==> src/rtl/shift_merge_unit_pkg.sv <==
// -----------------------------------------------------------------------------
// shift_merge_unit_pkg
// Shared definitions for the shift/merge execute unit and its decode checker:
//   - op_e       : operation encodings (EXTR, DEP, DSR, reserved)
//   - SMU_WIDTH  : default data word width
//   - SMU_SAW    : default width of the sa/pl/pr fields
//   - smu_mask() : field mask with ones at MSB-numbered positions pl..pr
// Bit numbering in this design family: position 0 is the MSB, position
// WIDTH-1 is the LSB. Position p lives at Verilog index WIDTH-1-p.
// -----------------------------------------------------------------------------
package shift_merge_unit_pkg;

    localparam int SMU_WIDTH = 24;
    localparam int SMU_SAW   = 5;

    typedef enum logic [1:0] {
        OP_EXTR = 2'd0,
        OP_DEP  = 2'd1,
        OP_DSR  = 2'd2,
        OP_RSVD = 2'd3
    } op_e;

    // Ones at MSB-numbered positions pl..pr inclusive. An empty mask results
    // when pl > pr; callers flag that case as illegal separately.
    function automatic logic [SMU_WIDTH-1:0] smu_mask(
        input logic [SMU_SAW-1:0] pl,
        input logic [SMU_SAW-1:0] pr
    );
        logic [SMU_WIDTH-1:0] m;
        m = '0;
        for (int p = 0; p < SMU_WIDTH; p++) begin
            if (p >= int'(pl) && p <= int'(pr)) begin
                m[SMU_WIDTH-1-p] = 1'b1;
            end
        end
        return m;
    endfunction

endpackage

==> src/rtl/smu_funnel_shifter.sv <==
// -----------------------------------------------------------------------------
// smu_funnel_shifter
// Combinational funnel shifter: res_o = low WIDTH bits of ({hi_i, lo_i} >> amt_i).
// EXTR uses hi=0, lo=a; DEP uses hi=b, lo=0 with amt=WIDTH-sa (a left shift);
// DSR uses hi=a, lo=b directly.
// Ports:
//   hi_i  [WIDTH-1:0]  upper (MSB-side) word
//   lo_i  [WIDTH-1:0]  lower (LSB-side) word
//   amt_i [SHW-1:0]    right-shift amount, 0..2*WIDTH-1
//   res_o [WIDTH-1:0]  low word of the shifted concatenation
// -----------------------------------------------------------------------------
module smu_funnel_shifter #(
    parameter int WIDTH = 24,
    parameter int SHW   = 6
) (
    input  logic [WIDTH-1:0] hi_i,
    input  logic [WIDTH-1:0] lo_i,
    input  logic [SHW-1:0]   amt_i,
    output logic [WIDTH-1:0] res_o
);

    assign res_o = WIDTH'({hi_i, lo_i} >> amt_i);

endmodule

==> src/rtl/shift_merge_unit.sv <==
// -----------------------------------------------------------------------------
// shift_merge_unit
// Execute-side shift/merge unit for EXTR, DEP and DSR. Two registered stages:
//   stage 1 (shift): funnel shift, field mask and merge base are computed and
//                    registered together with the illegal-request flag;
//   stage 2 (merge): out_data = (sh & mask) | (base & ~mask), or 0 if illegal.
// Ports:
//   clock, reset_n             clock (rising edge), async active-low reset
//   in_valid / in_ready        request handshake
//   in_op, in_sgn, in_zero     decoded operation and flags
//   in_sa, in_pl, in_pr        shift amount and field bounds (MSB-numbered)
//   in_a, in_b, in_c           operands
//   out_valid / out_ready      result handshake
//   out_data, out_err          result word and illegal-request flag
// Handshake: a beat moves across an interface on a rising edge where valid and
// ready are both high; a valid beat and its payload stay put until taken, and
// ready never waits on valid of the same interface.
// -----------------------------------------------------------------------------
module shift_merge_unit
    import shift_merge_unit_pkg::*;
#(
    parameter int WIDTH = SMU_WIDTH,
    parameter int SAW   = SMU_SAW
) (
    input  logic             clock,
    input  logic             reset_n,
    input  logic             in_valid,
    output logic             in_ready,
    input  logic [1:0]       in_op,
    input  logic             in_sgn,
    input  logic             in_zero,
    input  logic [SAW-1:0]   in_sa,
    input  logic [SAW-1:0]   in_pl,
    input  logic [SAW-1:0]   in_pr,
    input  logic [WIDTH-1:0] in_a,
    input  logic [WIDTH-1:0] in_b,
    input  logic [WIDTH-1:0] in_c,
    output logic             out_valid,
    input  logic             out_ready,
    output logic [WIDTH-1:0] out_data,
    output logic             out_err
);

    localparam int           SHW  = $clog2(2 * WIDTH);
    localparam logic [SAW:0] WLIM = (SAW + 1)'(WIDTH);

    // Pipeline state
    logic             rdy_en_q;
    logic             s1_valid_q;
    logic [WIDTH-1:0] s1_sh_q;
    logic [WIDTH-1:0] s1_mask_q;
    logic [WIDTH-1:0] s1_base_q;
    logic             s1_err_q;
    logic             out_valid_q;
    logic [WIDTH-1:0] out_data_q;
    logic             out_err_q;

    // Stage-1 next values
    logic [WIDTH-1:0] fs_hi;
    logic [WIDTH-1:0] fs_lo;
    logic [SHW-1:0]   fs_amt;
    logic [WIDTH-1:0] sh_d;
    logic [WIDTH-1:0] mask_d;
    logic [WIDTH-1:0] base_d;
    logic             err_d;
    logic             sign_bit;

    // Stage-2 next value
    logic [WIDTH-1:0] merge_d;

    // Flow control
    logic s2_ready;
    logic s1_advance;
    logic accept;

    // Stage 2 can take a beat when empty or when its beat leaves this cycle.
    assign s2_ready   = !out_valid_q || out_ready;
    assign s1_advance = s2_ready;
    // rdy_en_q holds in_ready low until one cycle after reset release.
    assign in_ready   = rdy_en_q && (!s1_valid_q || s1_advance);
    assign accept     = in_valid && in_ready;

    // Operand routing into the shared funnel shifter.
    always_comb begin
        fs_hi  = '0;
        fs_lo  = in_a;
        fs_amt = SHW'(in_sa);
        case (in_op)
            OP_DEP: begin
                // b << sa expressed as {b,0} >> (WIDTH - sa)
                fs_hi  = in_b;
                fs_lo  = '0;
                fs_amt = SHW'(WIDTH) - SHW'(in_sa);
            end
            OP_DSR: begin
                fs_hi  = in_a;
                fs_lo  = in_b;
                fs_amt = SHW'(in_sa);
            end
            default: begin
                fs_hi  = '0;
                fs_lo  = in_a;
                fs_amt = SHW'(in_sa);
            end
        endcase
    end

    smu_funnel_shifter #(
        .WIDTH (WIDTH),
        .SHW   (SHW)
    ) u_funnel (
        .hi_i  (fs_hi),
        .lo_i  (fs_lo),
        .amt_i (fs_amt),
        .res_o (sh_d)
    );

    // Mask, merge base and legality for the incoming request.
    always_comb begin
        err_d = (in_op == OP_RSVD) || (in_pl > in_pr) ||
                ({1'b0, in_sa} >= WLIM) || ({1'b0, in_pl} >= WLIM) ||
                ({1'b0, in_pr} >= WLIM);

        mask_d = (in_op == OP_DSR) ? '1 : smu_mask(in_pl, in_pr);

        // Sign of an extracted field is its MSB-side bit, position pl.
        sign_bit = 1'b0;
        for (int p = 0; p < WIDTH; p++) begin
            if (p == int'(in_pl)) begin
                sign_bit = sh_d[WIDTH-1-p];
            end
        end

        base_d = '0;
        if (in_op == OP_EXTR && in_sgn) begin
            for (int p = 0; p < WIDTH; p++) begin
                if (p < int'(in_pl)) begin
                    base_d[WIDTH-1-p] = sign_bit;
                end
            end
        end else if (in_op == OP_DEP && !in_zero) begin
            base_d = in_c;
        end
    end

    assign merge_d = s1_err_q ? '0 : ((s1_sh_q & s1_mask_q) | (s1_base_q & ~s1_mask_q));

    always_ff @(posedge clock or negedge reset_n) begin
        if (!reset_n) begin
            rdy_en_q    <= 1'b0;
            s1_valid_q  <= 1'b0;
            s1_sh_q     <= '0;
            s1_mask_q   <= '0;
            s1_base_q   <= '0;
            s1_err_q    <= 1'b0;
            out_valid_q <= 1'b0;
            out_data_q  <= '0;
            out_err_q   <= 1'b0;
        end else begin
            rdy_en_q <= 1'b1;

            if (s1_advance) begin
                out_valid_q <= s1_valid_q;
                if (s1_valid_q) begin
                    out_data_q <= merge_d;
                    out_err_q  <= s1_err_q;
                end
            end

            if (in_ready) begin
                s1_valid_q <= in_valid;
            end
            if (accept) begin
                s1_sh_q   <= sh_d;
                s1_mask_q <= mask_d;
                s1_base_q <= base_d;
                s1_err_q  <= err_d;
            end
        end
    end

    assign out_valid = out_valid_q;
    assign out_data  = out_data_q;
    assign out_err   = out_err_q;

endmodule

==> config.mk <==
export PLATFORM = sky130hd
export DESIGN_NAME = shift_merge_unit
export DESIGN_NICKNAME = d
export VERILOG_FILES = /design/src/rtl/shift_merge_unit_pkg.sv /design/src/rtl/smu_funnel_shifter.sv /design/src/rtl/shift_merge_unit.sv
export SDC_FILE = /design/constraint.sdc
export NUM_CORES = 1
export LEC_CHECK = 0
export ABC_AREA = 0
export CORE_MARGIN = 10
export CORE_UTILIZATION = 50
export CTS_BUF_LIST = sky130_fd_sc_hd__clkbuf_16
export DETAILED_ROUTE_END_ITERATION = 8
export PLACE_DENSITY = 0.83
export SLEW_MARGIN = 5
export SYNTH_ARGS = -nofsm -noshare
export SYNTH_HDL_FRONTEND = slang
export SYNTH_SLANG_ARGS = --single-unit
==> constraint.sdc <==
create_clock -name clock -period 2.48 [get_ports clock]
set_input_delay 0.744 -clock clock [delete_from_list [all_inputs] [get_ports clock]]
set_output_delay 0.744 -clock clock [all_outputs]
set_load 0.02 [all_outputs]
# Word level (Yosys, flattened, before mapping)
# Cells that the tools add are included.
# W data, S select, Z words.
# totals
reg_bits	101
out_inout_bits	27
# classes
n_mux	79
magnitude_cmp	75
shift	1
eq_ne	26
n_addsub	1
n_bitwise	4
reduce_logical	39
# op_table
operator	n
$mux W24	4
$pmux W24 S2	2
$eq A5 B5 Y1 const A	16
$mux W1	72
$and A24 B24 Y24	2
$shr A48 B6 Y24	1
$ge A4 B5 Y1 const A	8
$ge A5 B5 Y1 const A	8
$le A4 B5 Y1 const A	8
$le A5 B5 Y1 const A	8
$lt A4 B5 Y1 const A	8
$lt A5 B5 Y1 const A	8
$logic_and A1 B1 Y1	27
$not A24 Y24	1
$or A24 B24 Y24	1
$eq A4 B5 Y1 const A	4
$ge A3 B5 Y1 const A	4
$le A3 B5 Y1 const A	4
$lt A3 B5 Y1 const A	4
$ge A5 B5 Y1 const B	3
$eq A3 B5 Y1 const A	2
$ge A1 B5 Y1 const A	2
$ge A2 B5 Y1 const A	2
$le A2 B5 Y1 const A	2
14 further kinds	24

# Depth between registers and ports, before layout
# Gate-level depths: netlist (run 1).
# logic_depth
depth_word	29
depth_mapped	20
depth_no_buf	13

# By module
# From an unflattened synthesis (run 1), not the netlist that was laid out.
# unflattened
cells_unflattened	1012
area_unflattened_um2	8725.9
# by_module_without_submodules
module	seq_area_each_um2	cells_each	instances	area_each_um2
shift_merge_unit	2527.4	691	1	5891.9
smu_funnel_shifter	0.0	321	1	2834.0

# Worst setup path before layout (run 1)
# Ideal clock, no wire load.
# synth_timing
kind	input port to flip-flop
startpoint	input in_sa[0]
endpoint	register s1_base_q[7]
path_slack_ns	-2.293
arrival_time_ns	4.640
t_required_ns	2.347
n_path_buf	6
cell_stages	18
setup_ns	0.133
cell_sequence	buf_6 inv_2 buf_4 clkbuf_1 ha_1 mux2_4 buf_6 buf_6 nand4_1 nand4_2 mux4_2 a221o_1 mux2_2 a2111oi_2 o41ai_1 a21oi_2 buf_6 o31ai_2
# synth_via
elab_chain_len	29
# synth_lines
item	line_no	source
start: declaration	shift_merge_unit.sv:32	input logic [SAW-1:0] in_sa,
$sub A5 B5 Y6	shift_merge_unit.sv:93	fs_amt = SHW'(WIDTH) - SHW'(in_sa);
$mux W6 *	shift_merge_unit.sv:88	case (in_op)
$shr A48 B6 Y24 *	smu_funnel_shifter.sv:22	assign res_o = WIDTH'({hi_i, lo_i} >> amt_i);
$mux W1 (23 in a row)	shift_merge_unit.sv:129	if (p == int'(in_pl)) begin
$mux W1 *	shift_merge_unit.sv:129	
$mux W1 *	shift_merge_unit.sv:137	if (p < int'(in_pl)) begin
$mux W24 *	shift_merge_unit.sv:135	if (in_op == OP_EXTR && in_sgn) begin
end signal: assignment	shift_merge_unit.sv:176	s1_base_q <= base_d;
end: declaration	shift_merge_unit.sv:52	logic [WIDTH-1:0] s1_base_q;
# Mark *: on every way between the ends. The rest lies on a longest branch, timed or not.
# A chain may end at the register's enable or synchronous reset.

# Worst setup path after layout (run 1)
# layout_timing
startpoint	input in_op[0]
endpoint	register s1_base_q[23]
# layout_via
elab_chain_len	29
word_cells_on_any_way	36
classes_between	eq/ne: 2; shift: 1; mux: 30; reduce/logical: 3
# layout_lines
item	line_no	source
start: declaration	shift_merge_unit.sv:29	input logic [1:0] in_op,
$eq A2 B2 Y1 or $eq A2 B1 Y1 (tied branches)	shift_merge_unit.sv:88, shift_merge_unit.sv:141	
$pmux W24 S2 or $mux W6 (tied branches)	shift_merge_unit.sv:88	
$shr A48 B6 Y24	smu_funnel_shifter.sv:22	
$mux W1 (24 in a row)	shift_merge_unit.sv:129	
$mux W1	shift_merge_unit.sv:137	
$mux W24 *	shift_merge_unit.sv:135	
# Marks and branches as above.

==> results of run 1 <==
==> cells in the final DEF, fill, tap and decap left out, drive strengths merged, types with 4 or more instances in the layout <==
master         count
nand2b            14
a31oi             11
nand2            193
clkbuf            10
a211oi             8
inv               16
buf              346
mux2i             40
nor2              39
o221ai             4
a22o              29
or3                5
o211ai             6
nor3              13
a2111oi            6
o22a               4
and4               7
mux4              32
a21oi             70
o22ai              5
o2bb2ai            4
and3              29
nand4             94
and2              20
o21ai             77
mux2              10
clkdlybuf4s50    112
a211o              4
clkinv             4
a22oi             26
ha                10
nand3             20
dfrtp            101
o31ai             41
==> stage by stage <==
step	area, um^2	cells	total power [mW]
floorplan	9350	1095	3.47
global placement	12400	1602	4.65
detailed placement	12400	1602	4.71
CTS	13800	1665	6.54
global route	14400	1693	7.09
finish	14400	1693	6.83
==> what timing repair did <==
action	4_1_cts	5_1_grt
endpoints found under the setup margin	49	50
setup buffers	41	32
pin swaps	55	44
gates cloned	9	1
gates resized for setup	143	79
==> worst max-delay path, cell delays in order <==
cell and delay [ps]:
buf_8 90, inv_4 40, ha_4 330, buf_12 130
buf_16 130, nand3_2 100, and2_4 170, mux4_2 510
mux4_2 520, buf_6 140, o2bb2ai_4 140, o2bb2ai_2 90
and3_4 190, o41ai_4 420, a21oi_4 120, buf_4 160
buf_12 140, o31ai_2 200
==> layer usage <==
metal	up-vias	wire length [um]	part of all wire
met5	-	0	0
met4	0	2880	0.072
met3	225	3210	0.081
met2	812	19700	0.50
met1	5297	13900	0.35
li1	4903	-	-
==> power by group through the flow <==
stage | sequential [mW] | clock, mW | combinational [mW]
after global placement | 2.06 | 0 | 2.59
after CTS | 2.05 | 1.45 | 3.04
final | 2.05 | 1.46 | 3.31
after floorplan | 2.05 | 0 | 1.42
after detailed placement | 2.08 | 0 | 2.64
after global routing | 2.08 | 1.54 | 3.47
==> kinds of logic after synthesis <==
family	count (synthesis)
multiplexers	82
AO/OA/AOI/OAI	322
other	1
AND/OR/NAND/NOR	448
buffers and inverters	125
adder cells (fa/ha/maj)	10
flip-flops	101
XOR/XNOR	6
==> flip-flops by register name, indices dropped and copies added (netlist names), 24 cells and up <==
register,cells
out_data,24
s1_base_q,24
s1_mask_q,24
s1_sh_q,24
==> synthesized netlist by cell type, types with 18 or more instances <==
cell type | count | area, um^2
and3_1 | 29 | 181
nand4_1 | 93 | 582
dfrtp_1 | 101 | 2530
nor2_1 | 39 | 146
nand3_1 | 20 | 100
a21oi_1 | 69 | 345
o21ai_0 | 65 | 325
buf_2 | 29 | 145
nand2_1 | 193 | 724
a22o_1 | 29 | 254
mux4_2 | 32 | 721
o31ai_1 | 32 | 240
and2_1 | 18 | 113
a22oi_1 | 26 | 195
buf_4 | 19 | 143
mux2i_1 | 39 | 390
clkbuf_1 | 42 | 158
==> how the worst max path moves through the flow <==
| stage | start | endpoint | cells after the start | slack (ps) |
|---|---|---|---|---|
| CTS | in_op[1] | s1_base_q[16]$_DFFE_PN0P_ | 17 | -1510 |
| finish | in_op[0] | s1_base_q[23]$_DFFE_PN0P_ | 18 | -1630 |
| global route | in_op[1] | s1_sh_q[0]$_DFFE_PN0P_ | 22 | -1700 |
| floorplan | in_sa[0] | s1_base_q[7]$_DFFE_PN0P_ | 18 | -1860 |
| global placement | in_op[1] | s1_base_q[19]$_DFFE_PN0P_ | 17 | -2330 |
| detailed placement | in_op[0] | s1_base_q[1]$_DFFE_PN0P_ | 15 | -2420 |
==> area by class of cell <==
| class | count | area, um^2 | area share |
|---|---|---|---|
| clock buffer | 9 | 225 | 0.0157 |
| clock inverter | 6 | 81.3 | 0.00566 |
| inverter | 16 | 76.3 | 0.00531 |
| multi-input combinational | 869 | 6820 | 0.474 |
| sequential | 101 | 2530 | 0.176 |
| tap | 229 | 287 | 0.0199 |
| timing repair buffer | 463 | 4360 | 0.303 |
==> results.md, run 1 <==
- Tcrit/Tclk final: 1.66
- Synth Area in Simple Gates: 0.244
- Fmax: 243 MHz
- RePlAce Congestion: between 0.9 and 1
- Count of standard-cell rows: a little under 50
- RSZ-0062 raised after global routing: yes
- # IOs: 122
- Synth unique cells: 81
- Largest net degree at the start of global routing: 94
- Vias in the first global route: about 11k
- Initial antenna violation count: 0
- Clock Tree Buf Depth: 2
- Drt drc: 0
- Flop2flop setup slack: about 40 ps
- Initial Utilization: 0.509
- Seq pwr share: 0.301
- Global-route wire length before repair: ~60000 um
- DR vias: 11.2k
- Maxcap violations: 0
- Compound-Gate Fraction of Synth Area: 0.249
- CORE AREA: 18000 um^2
- Hold Slack: 321 ps
- Status: finished, violations left
- Wirelength per Cell: around 23 um
- Critical R2R Capture: s1_base_q[19]$_DFFE_PN0P_
- Leak: 6.18 nW
- Mux contribution to synthesized area: 0.137
- # diodes: 0
- Reg2reg path depth: 13
- Setup crit start kind: primary input
- CTS Root Cell: clkbuf_16
- DRT Wirelength: 39700 um
- Reg clk slew, reported paths: 80 ps
- Area Overhead vs Synth: 57.2%
- Min Tclk post-route: 4110 ps
- Largest family of logic cells by synthesized area: compound AO/OA/AOI/OAI gates
- Post-synth EDFFs: 0
- Die H: 155 um
- Critical path data arrival time: 4370 ps
- Xor/xnor share of the synthesized area: 0.00739
- Internal: 4.32 mW
- CTS tree: done
- Post-route antenna net violation count: 0
- Final HPWL DP: 27800 um
- Yosys warnings: 0
- Syn nets: around 1.2k
- Fin util: 0.800
- Worst Path Max Fanout: 8
- GR Util met1: 0.332
- Violated checks: negative setup slack
- Met3 Usage GRT: 0.0538
- Pre-CTS setup slack: -2420 ps
- Via density: 6.64
- Cts bufs inserted: 9
- Crit. End Element: register
- Skew-Pair Late Insertion Delay: 350 ps
- Hold buffer count at cts: 0
- DR iter-0 viols: 1271
- Clock Power Share: 0.214
- Die ar.: between 20000 and 25000 um^2
- Clk_skew: 10.4 ps
- Grt ovf: 0
- Adder-cell share of the synthesized area: 0.0137
- Total GRT Usage: 0.305
- Crit path kind: primary input to register
- I/O Buffers: 121
- Hold Crit Class: primary input to async pin
- Logic pwr share: 0.485
- Cells after Synth: 1095
- Detailed Routing Iterations Pass 1: 7
- Grt peak-use layer: met2
- Power per cell area: 475 nW/um^2
- Filler Cell Count: 1078
- Least-Margin Pin Slew: 930 ps
- GR Layer Usage met2: 0.533
- Flops & latches, synth: 101
- WP data required: around 2700 ps
- Final-stage net count: 1565
- Die W: 155 um
- Final setup viols: 47
- Slew Limit Fails: 0
- Share of synthesized flip-flops with an asynchronous set or reset: 1.00
- Worst reg2reg startpoint: out_valid$_DFFE_PN0N_
- Share of post-route cells with drive strength above 1: 0.385
- Clk sinks: between 100 and 150
- Seq/Total Area, Yosys: 0.276
- Cell Area, Synth: about 9100 um^2
- Sw Share: 0.368
- Switching power: 2.51 mW
- Main synth FF type: dfrtp_1
- H-tree Lvls: 3
- VDD IR-drop max: just over 0.0005 V
- Relative slew slack: 0.380
- Final hold vios: 0
- Setup ws final: -1630 ps
- Final TNS setup: -49570 ps
- Syn Area/Cell: 8.35 um^2
(Power assumes the default switching activity.)
==> inputs of run 2 (changes only) <==
--- a/config.mk
+++ b/config.mk
@@ -14,4 +14,5 @@
 export SLEW_MARGIN = 5
 export SYNTH_ARGS = -nofsm -noshare
 export SYNTH_HDL_FRONTEND = slang
+export SYNTH_HIERARCHICAL = 1
 export SYNTH_SLANG_ARGS = --single-unit
==> run 2 against run 1 <==
  * The flow still finishes with violations (negative setup slack)
  * Cell area shrank 1.3%
  * Via count shrank 9.4%
  * Combinational power grew 5%
  * Hold slack lost 13 ps
  * Highest routed layer unchanged
  * Sequential share of layout area grew 0.24 points
  * Critical endpoint is now s1_base_q[19]$_DFFE_PN0P_
  * Total power grew 2.8%
  * Largest power group unchanged
==> results.md, run 2 <==
- Sw Share: 0.363 (-0.00461)
- Flops & latches, synth: 101 (unchanged)
- Post-route antenna net violation count: 0 (unchanged)
- Power per cell area: 495 nW/um^2 (+4.3%)
- CORE AREA: 17200 um^2 (-4.4%)
- WP data required: 2700 ps (-40 ps)
- Most common cell after layout, fill and taps aside: buf_4
- Internal: 4.47 mW (+3.6%)
- Via density: 6.39 (-3.8%)
- Share of synthesized flip-flops with an asynchronous set or reset: 1.00 (unchanged)
- Cts bufs inserted: 9 (unchanged)
- Filler Cell Count: 1023 (-5.1%)
- Maxcap violations: 0 (unchanged)
- Synth unique cells: 71 (-12%)
- Drt drc: 0 (unchanged)
- Flop2flop setup slack: 620 ps (+580 ps)
- Final setup viols: 48 (+2.1%)
- Seq pwr share: 0.303 (+0.002)
- Setup ws final: -1860 ps (-224 ps)
- Violated checks: negative setup slack
- I/O Buffers: 121 (unchanged)
- Cell Area, Synth: 8730 um^2 (-4.6%)
- CP Buf/Inv Count: 4 (-3)
- Critical path depth: 18 (unchanged)
- Share of the synthesized area in the top cell type: 0.290 (+0.0133)
- DR vias: 10.2k (-9.4%)
- Die W: 152 um (-2.0%)
- Total GRT Usage: 0.304 (-0.00110)
- Leak: 6.37 nW (+3.2%)
- VDD IR-drop max: 0.000395 V (-22%)
- RePlAce Congestion: 0.996 (+1.4%)
- Most frequent cell after synthesis: nand2_1
- Crit. End Element: register
- Share of post-route cells with drive strength above 1: 0.427 (+0.0428)
- Post-synth EDFFs: 0 (unchanged)
- H-tree Lvls: 3 (unchanged)
- Vias in the first global route: 10.5k (-6.1%)
- CTS Root Cell: clkbuf_16
- Main synth FF type: dfrtp_1
- Worst path max stage delay: 540 ps (+20 ps)
- Worst Path Max Fanout: 6 (-2)
- Clock Power Share: 0.202 (-0.012)
- Wirelength per Cell: 24.2 um (+3.1%)
- Area Overhead vs Synth: 62.5%
- Reg2reg path depth: 7 (-6)
- Reg clk slew, reported paths: 70 ps (about the same)
- Grt ovf: 0 (unchanged)
- Placed cell areas: 12000 um^2 (-3.7%)
- Crit path kind: primary input to register
- CP max stage cell: mux4_2
- Die ar.: 23100 um^2 (-4.0%)
- Slew Limit Fails: 0 (unchanged)
- Relative slew slack: 0.314 (-0.0659)
- Cells after Synth: 1012 (-7.6%)
- Top delay family on crit path: compound AO/OA/AOI/OAI gates
- Hold Slack: 308 ps (-13.2 ps)
- Commonest cells post-synth: nand2_1, dfrtp_1, mux2i_1
- Critical path cell sequence: buf_8, inv_6, ha_4, and2_4, buf_12, buf_8, a22o_4, mux4_2, and2_4, a31o_4, mux2i_4, a211oi_2, mux4_2, nor2b_4, a211oi_2, or3_4, a21oi_4, a221o_1
- DR iter-0 viols: 907 (-29%)
- Status: finished, violations left
- Clk_skew: 9.95 ps (-0.398 ps)
- Total power: 7.02 mW (+2.8%)
- Count of standard-cell rows: 48 (-2.0%)
- Fmax: 230 MHz (-5.2%)
- Switching power: 2.55 mW (+1.6%)
- DRT Wirelength: 38600 um (-2.9%)
- CTS tree: done
- RSZ-0062 raised after global routing: yes
- Min Tclk post-route: 4340 ps (+224 ps)
- Initial antenna violation count: 0 (unchanged)
- Setup crit start kind: primary input
- Global-route wire length before repair: 57500 um (-3.8%)
- Clk sinks: 101 (unchanged)
- Syn Area/Cell: 8.62 um^2 (+3.2%)
- Syn nets: 1117 (-6.9%)
- Yosys warnings: 6 (+6)
- Fin util: 0.826 (+0.0254)
- Critical path data arrival time: 4560 ps (+190 ps)
- Clock Tree Buf Depth: 2 (unchanged)
- Final-stage net count: 1469 (-6.1%)
- # IOs: 122 (unchanged)
- Initial Utilization: 0.508 (-0.00108)
- Least-Margin Pin Slew: 1030 ps (+98.8 ps)
- Final Instance Area: 14200 um^2 (-1.3%)
- Skew-Pair Late Insertion Delay: 350 ps (about the same)
- Synth area leader: dfrtp_1
- Final HPWL DP: 26500 um (-4.8%)
- CP Launch Point: in_op[0]
- Die H: 152 um (-2.0%)
- Final hold vios: 0 (unchanged)
- Worst reg2reg startpoint: out_valid$_DFFE_PN0N_
- Seq/Total Area, Yosys: 0.290 (+0.0133)
- Most area-consuming cells after synthesis: dfrtp_1, nand2_1, mux2i_1
- Tcrit/Tclk final: 1.75 (+0.0905)
- # diodes: 0 (unchanged)
- Critical R2R Capture: s1_mask_q[22]$_DFFE_PN0P_
- Leading cell types in the layout, fill and taps excluded: buf_4, nand2_1, clkdlybuf4s50_1
- Logic pwr share: 0.495 (+0.010)
- Hold Crit Class: primary input to async pin
- Detailed Routing Iterations Pass 1: 8 (+1)
- Largest net degree at the start of global routing: 54 (-43%)
[run 2: changes by cell type after synthesis, sizes merged, moves of 15 or more]
cell	before	now
nand2	193	218
o22ai	5	26
a22oi	26	4
nand4	94	3
o31ai	41	26
inv	15	42
mux2i	40	74
buf	66	34
a21oi	70	38
and2	20	5
[run 2: cell type report]
type                       instances  area (um^2)  share of cell area
clock inverter                     7         67.6             0.00476
tap                              225          282              0.0198
inverter                          43          179              0.0126
timing repair buffer             425         4140               0.292
multi-input combinational        784         6770               0.477
clock buffer                       9          225              0.0159
sequential                       101         2530               0.178
[run 2: how the worst max path moves through the flow]
stage / endpoint / slack, ps
floorplan: s1_base_q[12]$_DFFE_PN0P_ / -1780
global placement: s1_base_q[6]$_DFFE_PN0P_ / -2780
detailed placement: s1_base_q[11]$_DFFE_PN0P_ / -2790
CTS: s1_base_q[19]$_DFFE_PN0P_ / -1850
global route: s1_base_q[19]$_DFFE_PN0P_ / -1890
finish: s1_base_q[19]$_DFFE_PN0P_ / -1860
[run 2: logic make-up after synthesis]
logic type	share of synthesized area
xor gates and xnor gates	0.00301
adders and majority gates	0.0143
buffers and inverters	0.0687
and+or+nand+nor	0.180
muxes	0.223
other	0.000430
AOI/OAI and AO/OA	0.222
DFF	0.290
[run 2: power groups by stage]
| stage | sequential [mW] | combinational [mW] | clock, mW |
|---|---|---|---|
| after floorplan | 2.14 | 1.36 | 0 |
| after detailed placement | 2.14 | 2.70 | 0 |
| after global placement | 2.12 | 2.66 | 0 |
| after CTS | 2.11 | 3.18 | 1.41 |
| final | 2.13 | 3.48 | 1.42 |
| after global routing | 2.15 | 3.66 | 1.49 |
[run 2: repair_timing]
| item | 4_1_cts | 5_1_grt |
|---|---|---|
| buffers inserted | 38 | 31 |
| cloned | 9 | 1 |
| endpoints found under the setup margin | 49 | 50 |
| gates resized for setup | 223 | 98 |
| pin swaps | 61 | 66 |
| hold buffers | 0 | 0 |
[run 2: stage by stage]
step                      std cells  TNS (ps)  setup WS (ps)
after CTS                      1570    -58430          -1850
after global routing           1594    -60610          -1890
after detailed placement       1518   -101200          -2790
final                          1594    -58210          -1860
after global placement         1518   -102110          -2780
after floorplan                1012    -49860          -1780
[run 2: layer usage]
metal | GRT usage | routed length (um) | vias to the layer above
met5 | 0 | 0 | -
met4 | 0.216 | 3050 | 0
met3 | 0.0480 | 2640 | 231
met2 | 0.524 | 18900 | 649
met1 | 0.335 | 13900 | 4881
li1 | - | - | 4417
